===== src/rtl/cla_adder_sched_if.sv =====
// Request/result bundle for cla_adder_sched: two requester ports plus the shared result strobe.
// The slave modport is the scheduler side; the master modport is the requester/consumer side.
interface cla_adder_sched_if #(
    parameter int WIDTH = 32
);
    logic             iValid0;
    logic [WIDTH-1:0] iA0;
    logic [WIDTH-1:0] iB0;
    logic             iSub0;
    logic             oReady0;

    logic             iValid1;
    logic [WIDTH-1:0] iA1;
    logic [WIDTH-1:0] iB1;
    logic             iSub1;
    logic             oReady1;

    logic             oValid;
    logic             oTag;
    logic [WIDTH-1:0] oSum;
    logic             oCout;
    logic             oOvf;
    logic             oBusy;

    modport slave (
        input  iValid0, iA0, iB0, iSub0,
        input  iValid1, iA1, iB1, iSub1,
        output oReady0, oReady1,
        output oValid, oTag, oSum, oCout, oOvf, oBusy
    );

    modport master (
        output iValid0, iA0, iB0, iSub0,
        output iValid1, iA1, iB1, iSub1,
        input  oReady0, oReady1,
        input  oValid, oTag, oSum, oCout, oOvf, oBusy
    );
endinterface


===== src/rtl/cla_adder_sched.sv =====
// Round-robin scheduler sharing one 4-bit carry-lookahead slice between two add/sub requesters.
// Optional macro CLA_SCHED_EARLY_EXIT_EN: finish early once all remaining operand bits and carry are zero.
module cla_adder_sched #(
    parameter int WIDTH = 32
) (
    input  logic              iClk,
    input  logic              iRst_n,
    cla_adder_sched_if.slave  bus
);
    localparam int NCH = WIDTH / 4;
    localparam int CW  = (NCH > 1) ? $clog2(NCH) : 1;
    localparam logic [CW-1:0] LAST_CHUNK = CW'(NCH - 1);

    typedef enum logic [1:0] {IDLE = 2'd0, RUN = 2'd1, DONE = 2'd2} state_t;

    state_t           state_reg, state_next;
    logic [CW-1:0]    cnt_reg;
    logic             carry_reg;
    logic             last_grant_reg;
    logic             tag_reg;
    logic [WIDTH-1:0] a_reg, b_reg, sum_reg;
    logic             valid_reg, out_tag_reg, out_cout_reg, out_ovf_reg;
    logic [WIDTH-1:0] out_sum_reg;

    logic             grant, handshake, ready0, ready1;
    logic             last_chunk, early_exit, chunk_done;
    logic             sel_sub;

    // Carry-lookahead slice on the current chunk
    logic [CW+1:0]    base;
    logic [3:0]       a_chunk, b_chunk, g, p, s;
    logic [4:0]       c;
    logic [WIDTH-1:0] sum_next;

    assign base    = {cnt_reg, 2'b00};
    assign a_chunk = a_reg[base +: 4];
    assign b_chunk = b_reg[base +: 4];

    generate
        for (genvar gi = 0; gi < 4; gi++) begin : gen_gp
            assign g[gi] = a_chunk[gi] & b_chunk[gi];
            assign p[gi] = a_chunk[gi] ^ b_chunk[gi];
        end
    endgenerate

    assign c[0] = carry_reg;
    assign c[1] = g[0] | (p[0] & c[0]);
    assign c[2] = g[1] | (p[1] & g[0]) | (p[1] & p[0] & c[0]);
    assign c[3] = g[2] | (p[2] & g[1]) | (p[2] & p[1] & g[0]) | (p[2] & p[1] & p[0] & c[0]);
    assign c[4] = g[3] | (p[3] & g[2]) | (p[3] & p[2] & g[1]) | (p[3] & p[2] & p[1] & g[0])
                | (p[3] & p[2] & p[1] & p[0] & c[0]);
    assign s    = p ^ c[3:0];

    always_comb begin
        sum_next = sum_reg;
        sum_next[base +: 4] = s;
    end

    assign last_chunk = (cnt_reg == LAST_CHUNK);

`ifdef CLA_SCHED_EARLY_EXIT_EN
    logic [CW+2:0]    hi_shift;
    logic [WIDTH-1:0] hi_bits;
    assign hi_shift   = {1'b0, base} + (CW+3)'(4);
    assign hi_bits    = (a_reg | b_reg) >> hi_shift;
    // sum_reg is cleared on load, so the untouched upper bits are already zero-filled
    assign early_exit = !last_chunk && (hi_bits == '0) && !c[4];
`else
    assign early_exit = 1'b0;
`endif

    assign chunk_done = last_chunk | early_exit;

    // Round-robin: with both requesting, the one not served last wins
    assign grant   = bus.iValid1 & (~bus.iValid0 | ~last_grant_reg);
    assign sel_sub = grant ? bus.iSub1 : bus.iSub0;

    always_ff @(posedge iClk or negedge iRst_n) begin
        if (!iRst_n) state_reg <= IDLE;
        else         state_reg <= state_next;
    end

    always_comb begin
        state_next = state_reg;
        ready0     = 1'b0;
        ready1     = 1'b0;
        handshake  = 1'b0;
        case (state_reg)
            IDLE: begin
                ready0    = bus.iValid0 & ~grant;
                ready1    = bus.iValid1 & grant;
                handshake = ready0 | ready1;
                if (handshake) state_next = RUN;
            end
            RUN:     if (chunk_done) state_next = DONE;
            DONE:    state_next = IDLE;
            default: state_next = IDLE;
        endcase
    end

    always_ff @(posedge iClk or negedge iRst_n) begin
        if (!iRst_n) begin
            cnt_reg        <= '0;
            carry_reg      <= 1'b0;
            last_grant_reg <= 1'b1;
            tag_reg        <= 1'b0;
            a_reg          <= '0;
            b_reg          <= '0;
            sum_reg        <= '0;
            valid_reg      <= 1'b0;
            out_tag_reg    <= 1'b0;
            out_sum_reg    <= '0;
            out_cout_reg   <= 1'b0;
            out_ovf_reg    <= 1'b0;
        end else begin
            valid_reg <= 1'b0;
            if (handshake) begin
                a_reg          <= grant ? bus.iA1 : bus.iA0;
                b_reg          <= (grant ? bus.iB1 : bus.iB0) ^ {WIDTH{sel_sub}};
                carry_reg      <= sel_sub;
                tag_reg        <= grant;
                last_grant_reg <= grant;
                cnt_reg        <= '0;
                sum_reg        <= '0;
            end else if (state_reg == RUN) begin
                sum_reg   <= sum_next;
                carry_reg <= c[4];
                if (!last_chunk) cnt_reg <= cnt_reg + CW'(1);
                if (chunk_done) begin
                    valid_reg    <= 1'b1;
                    out_sum_reg  <= sum_next;
                    out_cout_reg <= c[4];
                    out_ovf_reg  <= last_chunk & (c[3] ^ c[4]);
                    out_tag_reg  <= tag_reg;
                end
            end
        end
    end

    // Ready is combinational, so gate it with reset to keep every output low while held in reset
    assign bus.oReady0 = ready0 & iRst_n;
    assign bus.oReady1 = ready1 & iRst_n;
    assign bus.oValid  = valid_reg;
    assign bus.oTag    = out_tag_reg;
    assign bus.oSum    = out_sum_reg;
    assign bus.oCout   = out_cout_reg;
    assign bus.oOvf    = out_ovf_reg;
    assign bus.oBusy   = (state_reg != IDLE);
endmodule


===== src/flat_wrapper.sv =====
// flat-port wrapper written by rule: the top's interface ports become plain ports
module cla_adder_sched_flat 
#(
    parameter int WIDTH = 32
)
  (iClk, iRst_n, bus_iValid0, bus_iA0, bus_iB0, bus_iSub0, bus_iValid1, bus_iA1, bus_iB1, bus_iSub1, bus_oReady0, bus_oReady1, bus_oValid, bus_oTag, bus_oSum, bus_oCout, bus_oOvf, bus_oBusy);
  cla_adder_sched_if #(.WIDTH(WIDTH)) bus_i ();
  input  logic iClk;
  input  logic iRst_n;
  input wire logic [$bits(bus_i.iValid0)-1:0] bus_iValid0;
  input wire logic [$bits(bus_i.iA0)-1:0] bus_iA0;
  input wire logic [$bits(bus_i.iB0)-1:0] bus_iB0;
  input wire logic [$bits(bus_i.iSub0)-1:0] bus_iSub0;
  input wire logic [$bits(bus_i.iValid1)-1:0] bus_iValid1;
  input wire logic [$bits(bus_i.iA1)-1:0] bus_iA1;
  input wire logic [$bits(bus_i.iB1)-1:0] bus_iB1;
  input wire logic [$bits(bus_i.iSub1)-1:0] bus_iSub1;
  output wire logic [$bits(bus_i.oReady0)-1:0] bus_oReady0;
  output wire logic [$bits(bus_i.oReady1)-1:0] bus_oReady1;
  output wire logic [$bits(bus_i.oValid)-1:0] bus_oValid;
  output wire logic [$bits(bus_i.oTag)-1:0] bus_oTag;
  output wire logic [$bits(bus_i.oSum)-1:0] bus_oSum;
  output wire logic [$bits(bus_i.oCout)-1:0] bus_oCout;
  output wire logic [$bits(bus_i.oOvf)-1:0] bus_oOvf;
  output wire logic [$bits(bus_i.oBusy)-1:0] bus_oBusy;
  assign bus_i.iValid0 = bus_iValid0;
  assign bus_i.iA0 = bus_iA0;
  assign bus_i.iB0 = bus_iB0;
  assign bus_i.iSub0 = bus_iSub0;
  assign bus_i.iValid1 = bus_iValid1;
  assign bus_i.iA1 = bus_iA1;
  assign bus_i.iB1 = bus_iB1;
  assign bus_i.iSub1 = bus_iSub1;
  assign bus_oReady0 = bus_i.oReady0;
  assign bus_oReady1 = bus_i.oReady1;
  assign bus_oValid = bus_i.oValid;
  assign bus_oTag = bus_i.oTag;
  assign bus_oSum = bus_i.oSum;
  assign bus_oCout = bus_i.oCout;
  assign bus_oOvf = bus_i.oOvf;
  assign bus_oBusy = bus_i.oBusy;
  cla_adder_sched #(.WIDTH(WIDTH)) u_core (.iClk(iClk), .iRst_n(iRst_n), .bus(bus_i));
endmodule

===== config.mk =====
export PLATFORM = sky130hd
export DESIGN_NAME = cla_adder_sched_flat
export DESIGN_NICKNAME = d
export VERILOG_FILES = /design/src/rtl/cla_adder_sched_if.sv /design/src/rtl/cla_adder_sched.sv /design/src/flat_wrapper.sv
export SDC_FILE = /design/constraint.sdc
export NUM_CORES = 1
export LEC_CHECK = 0
export ABC_AREA = 1
export CAP_MARGIN = 25
export CORE_MARGIN = 2
export CORE_UTILIZATION = 64
export DETAILED_ROUTE_END_ITERATION = 8
export DONT_BUFFER_PORTS = 1
export PLACE_DENSITY_LB_ADDON = 0.12
export SYNTH_ARGS = -nofsm -noshare
export SYNTH_HDL_FRONTEND = slang
export SYNTH_SLANG_ARGS = --single-unit

===== constraint.sdc =====
create_clock -name iClk -period 3.3 [get_ports iClk]
set_input_delay 0.495 -clock iClk [delete_from_list [all_inputs] [get_ports iClk]]
set_output_delay 0.495 -clock iClk [all_outputs]
set_load 0.01 [all_outputs]

==> qor.log, run 1 <==
qor: sta.tns 0 ns
qor: synthesis.synth_edf_count 0
qor: worst_setup_path.cp.arrival 3.17 ns
qor: final_layout.final-instance-count-excl-fill 1153
qor: synthesis.postSynth.asyncResetShare 100.0%
qor: routing.detail_route.drc_violations 0
qor: worst_setup_path.reg2regPathDepth 12
qor: worst_setup_path.reg2reg_from u_core.cnt_reg[0]
qor: synthesis.synthTopCellsByCount sky130_fd_sc_hd__nand2_1, sky130_fd_sc_hd__o21ai_0, sky130_fd_sc_hd__dfrtp_1
qor: synthesis.yosysTopAreaCell sky130_fd_sc_hd__dfrtp_1
qor: synthesis.synth_sequential_area_ratio 45.63%
qor: sta.fin_worst_skew 0.006300 ns
qor: synthesis.synth.ff_latch_count 140
qor: floorplan.dieHeight 113.5 um
qor: worst_setup_path.critical_path_cell_count 12
qor: clocking.clock_sink_count 140
qor: worst_setup_path.worst_ep_required_time 3.64 ns
qor: synthesis.yosysWarningCount 0
qor: floorplan.core-area 11860 um^2
qor: worst_setup_path.crit_chain inv_1, buf_4, a21oi_1, o21ai_0, nand3_1, o21a_1, ha_1, nand3_1, nand4_1, nand3_1, nand3_1, o21ai_0
qor: synthesis.synthesis.area 7680 um^2
qor: clocking.cts-buffers-inserted 17
qor: synthesis.average_cell_area_after_synthesis 7.544 um^2
qor: global_routing.pin_count_of_the_biggest_net_entering_global_routing 143
qor: placement.post-dp-hpwl 12130 um
qor: sta.timing.fmax 352.9 MHz
qor: synthesis.synth_ff_type sky130_fd_sc_hd__dfrtp_1
qor: placement.place.gp.congestion 0.8566
qor: global_routing.number_of_global_route_vias_before_repair 5990
qor: floorplan.die_area 12890 um^2
qor: placement.placed_cells 1121
qor: sta.rsz0062_at_grt false
qor: sta.hold_violations 140
qor: synthesis.synth_area_leaders sky130_fd_sc_hd__dfrtp_1, sky130_fd_sc_hd__nand2_1, sky130_fd_sc_hd__o21ai_0, sky130_fd_sc_hd__nand3_1, sky130_fd_sc_hd__inv_1
qor: clocking.cts_tree done
qor: sta.final_max_slew_viol_count 0
qor: power.power.density_cell_area 1181 nW/um^2
qor: synthesis.ys_types 30
qor: worst_setup_path.cp_top_family simple AND/OR/NAND/NOR gates
qor: outcome.outcome complete, but fails checks
qor: worst_setup_path.worstSetupStartpointType flip-flop
qor: synthesis.synthMostInstantiatedCell sky130_fd_sc_hd__nand2_1
qor: final_layout.num-nets-final 1137
qor: worst_setup_path.path_common_cell sky130_fd_sc_hd__nand3_1
qor: global_routing.total_global_route_track_usage 28.73%
qor: sta.slew-limit-headroom 54.61%
qor: floorplan.initial_utilization 64.75%
qor: final_layout.layout-area-overhead-vs-synth 8.113%
qor: routing.avgViaCountPerCell 5.658
qor: worst_setup_path.timing.critical_path.to_type flip-flop
qor: sta.layout_min_cycle_time 2.834 ns
qor: sta.layout_worst_path_cycle_share 85.87%
qor: worst_setup_path.path_buf_inv 2
qor: worst_setup_path.worst_setup_path_startpoint u_core.cnt_reg[0]
qor: clocking.ctsRootBufferMaster sky130_fd_sc_hd__clkbuf_16
qor: worst_setup_path.critical_path_peak_fanout 22
qor: global_routing.grt_overflow 0
qor: global_routing.antenna_found_initial 0
qor: clocking.postCtsResizedCells 0
qor: global_routing.grt_pass1_wl 29270 um
qor: floorplan.placement_rows 40
qor: sta.timing.hold.ws -0.2237 ns
qor: routing.routed_wire_length_per_instance 15.58 um
qor: run.drv_cap 0
qor: final_layout.final_layout_size_suffix_gt1_share 9.046%
qor: hold_path.min-delay-path-class in -> async
qor: power.vdd_drop_max 0.0005618 V
qor: clocking.clk_transition_reported_paths 0.06 ns
qor: placement.io_buffer_count 0
qor: routing.drtPass1Iterations 7
qor: outcome.violations hold timing
qor: routing.drtIter0Drc 538
qor: synthesis.synth_largest_type_area_fraction 45.29%
qor: clocking.clock_latency 0.42 ns
qor: floorplan.floorplan.die.width 113.5 um
qor: power.leakage 4.067 nW
qor: sta.final-setup-viol-count 0
qor: routing.number_of_vias_after_detailed_routing 6524
qor: routing.antenna_left 0
qor: final_layout.antenna-diode-count 0
qor: worst_setup_path.critical_path_cell_with_the_highest_stage_delay sky130_fd_sc_hd__inv_1
qor: final_layout.total_of_fill_cells_in_the_finished_design 984
qor: worst_setup_path.timing_worst_setup_path_type reg -> reg
qor: clocking.clk_path_buf_depth 2
qor: synthesis.cell_count_after_synthesis 1018
qor: clocking.cts.htree.levels 4
qor: routing.finalWirelength 17960 um
qor: worst_setup_path.largest_stage_delay_on_the_critical_path 0.40 ns
qor: sta.tightestPinTransition 0.6799 ns
qor: synthesis.synth_nets 1162
qor: floorplan.floorplan.io_pins 173
==> metrics by stage <==
step                      cell area, um^2  power (W)  hold slack, ns  setup WS [ns]  util, %
after floorplan                      7680   0.006495          0.1994         0.9258        -
after global placement               7622   0.007525          0.2071         0.6155    64.26
after detailed placement             7622   0.007616          0.2053         0.5244    64.26
after CTS                            8303   0.009825         -0.2408         0.5018    70.00
after global routing                 8303    0.01067         -0.2411         0.1719    70.00
final                                8303   0.009803         -0.2237         0.4662    70.00
==> metal layers <==
layer	routed length [um]	GRT usage [%]	share of wire (%)
met5	0	0	0
met4	526	12.03	2.9
met3	1014	6.429	5.6
met2	8478	45.43	47
met1	7945	38.68	44
==> power by group <==
group          switching (W)  internal, W  total [W]  leakage [nW]
Clock               0.000723      0.00144    0.00216         0.330
Combinational        0.00305      0.00149    0.00454          2.00
Sequential          0.000547      0.00255    0.00310          1.74
Total                0.00432      0.00548    0.00980          4.07
==> cell usage in the layout (no fill, tap or decap), drive strengths merged <==
master | synthesis | routed
a21oi | 32 | 32
buf | 40 | 14
bufinv | 0 | 6
clkbuf | 18 | 18
clkinv | 0 | 6
clkinvlp | 0 | 1
dfrtp | 139 | 139
dfstp | 1 | 1
fa | 1 | 1
ha | 9 | 9
inv | 92 | 93
nand2 | 299 | 299
nand3 | 113 | 113
nand4 | 2 | 2
nor2 | 50 | 50
o21a | 8 | 8
o21ai | 177 | 177
o22ai | 18 | 18
or2 | 18 | 18
xnor2 | 1 | 1
==> area by class of cell <==
type                    instances  area [um^2]  area share (%)
clock buffers                  18        439.2           5.289
clock inverters                14        241.5           2.908
inverters                      92        345.3           4.159
multi-input cells             728         3483           41.95
flip-flops and latches        140         3505           42.21
well taps                     147        183.9           2.215
repair buffers                 14        105.1           1.266
==> path summary, 6_finish.rpt <==
kind | end | slack (ns)
setup / recovery | u_core.sum_reg[22] | 0.47
hold / removal | u_core.b_reg[9] | -0.22
setup reg to reg | u_core.sum_reg[22] | 0.47
hold reg to reg | u_core.last_grant_reg | 0.47
max in group asynchronous | u_core.last_grant_reg | 3.29
min in group iClk | u_core.a_reg[14] | 0.25
==> logic make-up (layout without fill, tap and decap cells) <==
logic type | after synthesis | count (layout) | share of synthesized area [%]
adders and majority gates | 10 | 10 | 1.727
AOI/OAI and AO/OA | 235 | 235 | 16.45
buffers and inverters | 150 | 138 | 9.009
and+or+nand+nor | 482 | 482 | 27.06
xor gates and xnor gates | 1 | 1 | 0.1141
DFF | 140 | 140 | 45.63
==> timing repair <==
item | 4_1_cts | 5_1_grt
buffers inserted | 0 | 0
endpoints found under the hold margin | 140 | 140
setup endpoints to repair | 0 | 0
Power figures use the tool's default switching activity.
==> run 2: changes to the inputs <==
- GPL_TIMING_DRIVEN: not set -> 0
==> run 2 against run 1 <==
  * The flow still finishes with violations (hold timing)
  * Worst setup slack worse by 0.20 ns
  * Final cell count up 3.8%
  * First-iteration DRC count is 27% higher
  * Via count up 7.4%
  * Die area did not move
  * Largest cell class unchanged
  * Largest power group unchanged
==> qor.log, run 2 (synthesis results as in run 1) <==
qor: final_layout.final-instance-count-excl-fill 1197 [+3.8%]
qor: clocking.clk_transition_reported_paths 0.06 ns [about the same]
qor: outcome.violations hold timing
qor: sta.fin_worst_skew 0.007932 ns [+0.001632 ns]
qor: clocking.clk_path_buf_depth 2 [unchanged]
qor: final_layout.num-nets-final 1181 [+3.9%]
qor: worst_setup_path.cp.arrival 3.39 ns [+0.22 ns]
qor: worst_setup_path.r2r-end u_core.bus.oSum[3]
qor: global_routing.antenna_found_initial 0 [unchanged]
qor: placement.post-place-ws 0.1985 ns [-0.3258 ns]
qor: routing.antenna_left 0 [unchanged]
qor: routing.number_of_vias_after_detailed_routing 7010 [+7.4%]
qor: power.vdd_drop_max 0.0007464 V [+33%]
qor: sta.timing.hold.ws -0.2282 ns [-0.004509 ns]
qor: final_layout.antenna-diode-count 0 [unchanged]
qor: worst_setup_path.regToRegSetupSlack 0.27 ns [-0.20 ns]
qor: floorplan.floorplan.die.width 113.5 um [unchanged]
qor: floorplan.initial_utilization 64.75% [unchanged]
qor: routing.finalWirelength 19940 um [+11%]
qor: clocking.cts_tree done
qor: hold_path.min-delay-path-class in -> async
qor: sta.tns 0 ns [unchanged]
qor: worst_setup_path.timing_worst_setup_path_type reg -> reg
qor: final_layout.layout-area-overhead-vs-synth 10.77%
qor: global_routing.grt_pass1_wl 32690 um [+12%]
qor: global_routing.grt_overflow 0 [unchanged]
qor: floorplan.dieHeight 113.5 um [unchanged]
qor: clocking.ctsRootBufferMaster sky130_fd_sc_hd__clkbuf_16
qor: worst_setup_path.worstSetupStartpointType flip-flop
qor: sta.rsz0062_at_grt false
qor: final_layout.layout_common_cells sky130_fd_sc_hd__nand2_1, sky130_fd_sc_hd__o21ai_0, sky130_fd_sc_hd__dfrtp_1, sky130_fd_sc_hd__nand3_1, sky130_fd_sc_hd__inv_1
qor: final_layout.total_of_fill_cells_in_the_finished_design 990 [+0.61%]
qor: worst_setup_path.reg2reg_from u_core.cnt_reg[0]
qor: run.drv_cap 0 [unchanged]
qor: clocking.clock_sink_count 140 [unchanged]
qor: final_layout.mostFrequentLayoutCell sky130_fd_sc_hd__nand2_1
qor: routing.detail_route.drc_violations 0 [unchanged]
qor: placement.place.gp.congestion 0.9293 [+8.5%]
qor: outcome.outcome complete, but fails checks
qor: placement.io_buffer_count 0 [unchanged]
qor: floorplan.floorplan.io_pins 173 [unchanged]
qor: floorplan.die_area 12890 um^2 [unchanged]
qor: sta.slew-limit-headroom 61.90% [+7.3 points]
qor: sta.hold_violations 140 [unchanged]
qor: worst_setup_path.timing.critical_path.to_type flip-flop
qor: power.power.total 0.009961 W [+1.6%]
qor: clocking.cts.htree.levels 4 [unchanged]
qor: floorplan.core-area 11860 um^2 [unchanged]
qor: sta.final_max_slew_viol_count 0 [unchanged]
qor: routing.drtPass1Iterations 6 [-1]
qor: final_layout.final_layout_size_suffix_gt1_share 10.86% [+1.8 points]
qor: worst_setup_path.reg2regPathDepth 13 [+1]
qor: sta.layout_worst_path_cycle_share 91.83% [+6.0 points]
qor: power.power.density_cell_area 1171 nW/um^2 [-0.83%]
qor: sta.final-setup-viol-count 0 [unchanged]
qor: clocking.cts-buffers-inserted 17 [unchanged]
qor: worst_setup_path.critical_path_peak_fanout 10 [-55%]
qor: placement.placed_cells 1165 [+3.9%]
qor: sta.timing.fmax 330.0 MHz [-6.5%]
qor: global_routing.total_global_route_track_usage 32.42% [+3.7 points]
qor: power.leakage 4.186 nW [+2.9%]
qor: global_routing.pin_count_of_the_biggest_net_entering_global_routing 143 [unchanged]
qor: global_routing.number_of_global_route_vias_before_repair 6720 [+12%]
qor: routing.routed_wire_length_per_instance 16.66 um [+6.9%]
qor: clocking.clock_latency 0.43 ns [about the same]
qor: sta.tightestPinTransition 0.5715 ns [-0.1084 ns]
qor: floorplan.placement_rows 40 [unchanged]
qor: sta.layout_min_cycle_time 3.031 ns [+0.1968 ns]
qor: worst_setup_path.worst_ep_required_time 3.66 ns [+0.02 ns]
qor: routing.drtIter0Drc 681 [+27%]
qor: placement.post-dp-hpwl 14420 um [+19%]
qor: sta.postLayoutSetupSlackWorst 0.2695 ns [-0.1968 ns]
qor: routing.avgViaCountPerCell 5.856 [+3.5%]
[run 2: cell count changes in the layout (fill, tap and decap cells not counted), sizes merged]
cell / before / now
buf: 14 / 40
bufinv: 6 / 4
clkinv: 6 / 2
clkbuf: 18 / 40
clkinvlp: 1 / 3
[run 2: report_power, final]
group | switching [W] | total, W | internal, W
logic | 0.00326 | 0.00483 | 0.00157
clock network | 0.000720 | 0.00204 | 0.00132
registers | 0.000532 | 0.00309 | 0.00255
[run 2: final cells by class]
class / instances / area (um^2) / area share, %
buffer: 58 / 346.6 / 4.074
clock buffer: 22 / 474.2 / 5.574
clock inverter: 10 / 161.4 / 1.897
inverter: 92 / 345.3 / 4.059
multi-input combinational: 728 / 3491 / 41.04
sequential: 140 / 3505 / 41.20
tap: 147 / 183.9 / 2.162
[run 2: worst max path at each step]
| stage | start | to | slack [ns] | cells past startpoint |
|---|---|---|---|---|
| 4_1_cts | u_core.cnt_reg[1] | u_core.sum_reg[21] | 0.16 | 11 |
| 6_report | u_core.cnt_reg[0] | u_core.bus.oSum[3] | 0.27 | 13 |
| 5_1_grt | u_core.cnt_reg[0] | u_core.bus.oSum[3] | 0.12 | 13 |
| 3_5_place_dp | u_core.cnt_reg[1] | u_core.sum_reg[21] | 0.20 | 11 |
| 2_1_floorplan | u_core.cnt_reg[1] | u_core.bus.oSum[21] | 0.93 | 12 |
| 3_3_place_gp | u_core.cnt_reg[1] | u_core.sum_reg[13] | 0.28 | 11 |
[run 2: repair_timing]
item                       4_1_cts  5_1_grt
hold endpoints to repair       140      140
setup buffers                    0        0
gates resized for setup          0        1
setup endpoints to repair        0       16
[run 2: through the flow]
| step | util [%] | area [um^2] |
|---|---|---|
| after global routing | 71.72 | 8507 |
| after detailed placement | 66.30 | 7864 |
| after CTS | 71.66 | 8499 |
| after floorplan | - | 7680 |
| final | 71.72 | 8507 |
| after global placement | 66.30 | 7864 |
[run 2: metal layers]
metal / global-route usage [%] / share of wire (%) / vias to the layer above / wire (um)
met5: 0 / 0 / - / 0
met3: 7.598 / 6.8 / 53 / 1365
li1: - / - / 3361 / -
met1: 41.69 / 41 / 3298 / 8246
met4: 12.93 / 3.2 / 0 / 637
met2: 53.53 / 49 / 298 / 9692
[run 2: critical path, cell delays in order (launching register included)]
cell	delay, ns
sky130_fd_sc_hd__dfrtp_1	0.38
sky130_fd_sc_hd__buf_4	0.22
sky130_fd_sc_hd__clkbuf_1	0.42
sky130_fd_sc_hd__a21oi_1	0.17
sky130_fd_sc_hd__o21ai_0	0.11
sky130_fd_sc_hd__nand3_1	0.12
sky130_fd_sc_hd__o21a_1	0.14
sky130_fd_sc_hd__ha_1	0.32
sky130_fd_sc_hd__or2_2	0.31
sky130_fd_sc_hd__nand2_1	0.09
sky130_fd_sc_hd__nand3_1	0.26
sky130_fd_sc_hd__nand3_1	0.22
sky130_fd_sc_hd__nand3_1	0.13
sky130_fd_sc_hd__nand2_1	0.08
==> run 3: changes to the inputs <==
- CORE_UTILIZATION: 64 -> 58
- clock period: 3.3 -> 2.71 ns (I/O delays scaled with it)
==> run 3 against run 2 <==
  * The flow still finishes with violations (hold timing)
  * Sequential power grew 22%
  * Sequential share of layout area shrank 0.46 points
  * Die area grew 10%
  * Via count shrank 0.44%
  * Clock-buffer cell count shrank 1
  * Worst hold slack lost 0.099 ns
  * Sequential cell count is the same
  * Clock power grew 14%
  * Total power grew 26%
  * Register-to-register slack lost 0.12 ns
  * Non-clock buffer count grew 1
==> qor.log, run 3 (synthesis results as in run 1) <==
qor: placement.post-dp-hpwl 14710 um [+2.0%]
qor: run.drv_cap 0 [unchanged]
qor: sta.timing.fmax 390.5 MHz [+18%]
qor: routing.antenna_left 0 [unchanged]
qor: worst_setup_path.reg2regPathDepth 14 [+1]
qor: sta.timing.hold.ws -0.3271 ns [-0.09894 ns]
qor: floorplan.dieHeight 119.1 um [+4.9%]
qor: placement.place.gp.congestion 0.9062 [-2.5%]
qor: floorplan.floorplan.io_pins 173 [unchanged]
qor: final_layout.mostFrequentLayoutCell sky130_fd_sc_hd__nand2_1
qor: sta.hold_violations 140 [unchanged]
qor: placement.io_buffer_count 0 [unchanged]
qor: final_layout.final-instance-count-excl-fill 1228 [+2.6%]
qor: sta.fin_worst_skew 0.009319 ns [+0.001388 ns]
qor: outcome.outcome complete, but fails checks
qor: sta.rsz0062_at_grt false
qor: sta.layout_worst_path_cycle_share 94.50% [+2.7 points]
qor: worst_setup_path.worstSetupStartpointType flip-flop
qor: placement.placed_cells 1194 [+2.5%]
qor: clocking.cts.htree.levels 4 [unchanged]
qor: floorplan.floorplan.die.width 119.1 um [+4.9%]
qor: routing.number_of_vias_after_detailed_routing 6979 [-0.44%]
qor: worst_setup_path.regToRegSetupSlack 0.15 ns [-0.12 ns]
qor: clocking.cts-buffers-inserted 17 [unchanged]
qor: worst_setup_path.timing_worst_setup_path_type reg -> reg
qor: floorplan.initial_utilization 58.69% [-6.1 points]
qor: sta.final_max_slew_viol_count 0 [unchanged]
qor: sta.final-setup-viol-count 0 [unchanged]
qor: final_layout.utilization 65.74% [-6.0 points]
qor: power.power.density_cell_area 1453 nW/um^2 [+24%]
qor: floorplan.core-area 13090 um^2 [+10%]
qor: global_routing.number_of_global_route_vias_before_repair 6756 [+0.54%]
qor: routing.detail_route.drc_violations 0 [unchanged]
qor: worst_setup_path.worst_ep_required_time 3.02 ns [-0.64 ns]
qor: clocking.cts_tree done
qor: clocking.ctsRootBufferMaster sky130_fd_sc_hd__clkbuf_16
qor: floorplan.placement_rows 42 [+5.0%]
qor: worst_setup_path.reg2reg_from u_core.cnt_reg[0]
qor: sta.layout_min_cycle_time 2.561 ns [-0.4695 ns]
qor: routing.finalWirelength 20610 um [+3.4%]
qor: routing.drtIter0Drc 633 [-7.0%]
qor: final_layout.total_of_fill_cells_in_the_finished_design 1144 [+16%]
qor: final_layout.layout_common_cells sky130_fd_sc_hd__nand2_1, sky130_fd_sc_hd__dfrtp_1, sky130_fd_sc_hd__o21ai_0, sky130_fd_sc_hd__nand3_1, sky130_fd_sc_hd__inv_1
qor: clocking.clock_sink_count 140 [unchanged]
qor: routing.drtPass1Iterations 6 [unchanged]
qor: routing.routed_wire_length_per_instance 16.78 um [+0.75%]
qor: worst_setup_path.critical_path_peak_fanout 10 [unchanged]
qor: final_layout.num-nets-final 1183 [+0.17%]
qor: final_layout.final_layout_size_suffix_gt1_share 12.64% [+1.8 points]
qor: final_layout.antenna-diode-count 0 [unchanged]
qor: clocking.clk_path_buf_depth 2 [unchanged]
qor: global_routing.pin_count_of_the_biggest_net_entering_global_routing 143 [unchanged]
qor: power.leakage 4.208 nW [+0.51%]
qor: global_routing.grt_pass1_wl 33640 um [+2.9%]
qor: sta.tightestPinTransition 0.6052 ns [+0.03362 ns]
qor: routing.avgViaCountPerCell 5.683 [-3.0%]
qor: worst_setup_path.cp.arrival 2.87 ns [-0.52 ns]
qor: sta.slew-limit-headroom 59.66% [-2.2 points]
qor: global_routing.total_global_route_track_usage 30.02% [-2.4 points]
qor: outcome.violations hold timing
qor: worst_setup_path.r2r-end u_core.bus.oSum[23]
qor: power.vdd_drop_max 0.0008416 V [+13%]
qor: floorplan.die_area 14180 um^2 [+10%]
qor: worst_setup_path.timing.critical_path.to_type flip-flop
qor: global_routing.grt_overflow 0 [unchanged]
qor: final_layout.layout-area-overhead-vs-synth 12.01%
qor: clocking.clk_transition_reported_paths 0.06 ns [about the same]
qor: sta.tns 0 ns [unchanged]
qor: hold_path.min-delay-path-class in -> async
qor: clocking.clock_latency 0.43 ns [about the same]
qor: global_routing.antenna_found_initial 0 [unchanged]
-- run 3: cell count changes in the layout (fill, tap and decap cells not counted), moves of 3 or more --
cell                       previous run  this run
sky130_fd_sc_hd__buf_6                6         9
sky130_fd_sc_hd__o21ai_0            142       132
sky130_fd_sc_hd__clkinv_2             2         5
sky130_fd_sc_hd__clkbuf_2             0         3
sky130_fd_sc_hd__o21ai_1             23        31
sky130_fd_sc_hd__buf_2               22        19
sky130_fd_sc_hd__clkbuf_1            20        13
sky130_fd_sc_hd__clkbuf_4             0         4
-- run 3: repair_timing --
item | in CTS | in global routing
pin swaps | 1 | 4
gates cloned | 0 | 1
buffers inserted | 0 | 1
endpoints found under the hold margin | 140 | 140
gates resized for setup | 12 | 30
setup endpoints to repair | 33 | 62
-- run 3: worst max path at each step --
stage / startpoint / to / slack (ns) / depth (start not counted)
after floorplan: u_core.cnt_reg[1] / u_core.bus.oSum[21] / 0.34 / 12
after global placement: u_core.cnt_reg[1] / u_core.sum_reg[17] / -0.35 / 11
after detailed placement: u_core.cnt_reg[1] / u_core.sum_reg[1] / -0.37 / 11
after CTS: u_core.cnt_reg[1] / u_core.bus.oSum[23] / 0.003 / 15
after global routing: u_core.cnt_reg[0] / u_core.sum_reg[14] / 0.008 / 13
final: u_core.cnt_reg[0] / u_core.bus.oSum[23] / 0.15 / 14
-- run 3: final cells by class --
type | instances | area [um^2] | share of cell area [%]
inverter | 92 | 351.6 | 4.087
clock inverter | 11 | 117.6 | 1.367
sequential | 140 | 3505 | 40.74
tap | 176 | 220.2 | 2.560
timing repair buffer | 1 | 7.507 | 0.08727
multi-input combinational | 729 | 3550 | 41.27
buffer | 58 | 380.4 | 4.422
clock buffer | 21 | 470.5 | 5.469
-- run 3: power breakdown --
group | switching [W] | leakage, nW | internal (W)
Combinational | 0.00420 | 2.18 | 0.00222
Clock | 0.000902 | 0.289 | 0.00142
Sequential | 0.000649 | 1.74 | 0.00311
-- run 3: layer usage --
layer	part of all wire (%)	wire length (um)	GRT usage (%)	up-vias
met5	0	0	0	-
met4	3.7	770	15.10	0
met3	6.3	1308	6.657	50
met2	47	9736	47.81	289
met1	43	8796	38.74	3278
li1	-	-	-	3362
-- run 3: worst max-delay path: stages (launching register included) --
cell and delay [ns]:
sky130_fd_sc_hd__dfrtp_1 0.41, sky130_fd_sc_hd__buf_6 0.16, sky130_fd_sc_hd__clkbuf_4 0.19, sky130_fd_sc_hd__a21oi_2 0.17, sky130_fd_sc_hd__o21ai_2 0.08, sky130_fd_sc_hd__nand3_1 0.09
sky130_fd_sc_hd__o21a_1 0.18, sky130_fd_sc_hd__ha_4 0.23, sky130_fd_sc_hd__or2_2 0.30, sky130_fd_sc_hd__nand2_1 0.11, sky130_fd_sc_hd__nand2_2 0.12, sky130_fd_sc_hd__nand2_4 0.13
sky130_fd_sc_hd__nand3_1 0.09, sky130_fd_sc_hd__nand3_1 0.12, sky130_fd_sc_hd__nand2_1 0.06
-- run 3: through the flow --
| stage | cell area (um^2) | power [W] | hold slack [ns] | worst slack, ns |
|---|---|---|---|---|
| after floorplan | 7680 | 0.007909 | 0.1109 | 0.3358 |
| after global placement | 7900 | 0.009330 | 0.1159 | -0.3483 |
| after detailed placement | 7900 | 0.009491 | 0.1153 | -0.3654 |
| after CTS | 8524 | 0.01202 | -0.3310 | 0.003477 |
| after global routing | 8602 | 0.01347 | -0.3370 | 0.008383 |
| final | 8602 | 0.01250 | -0.3271 | 0.1490 |
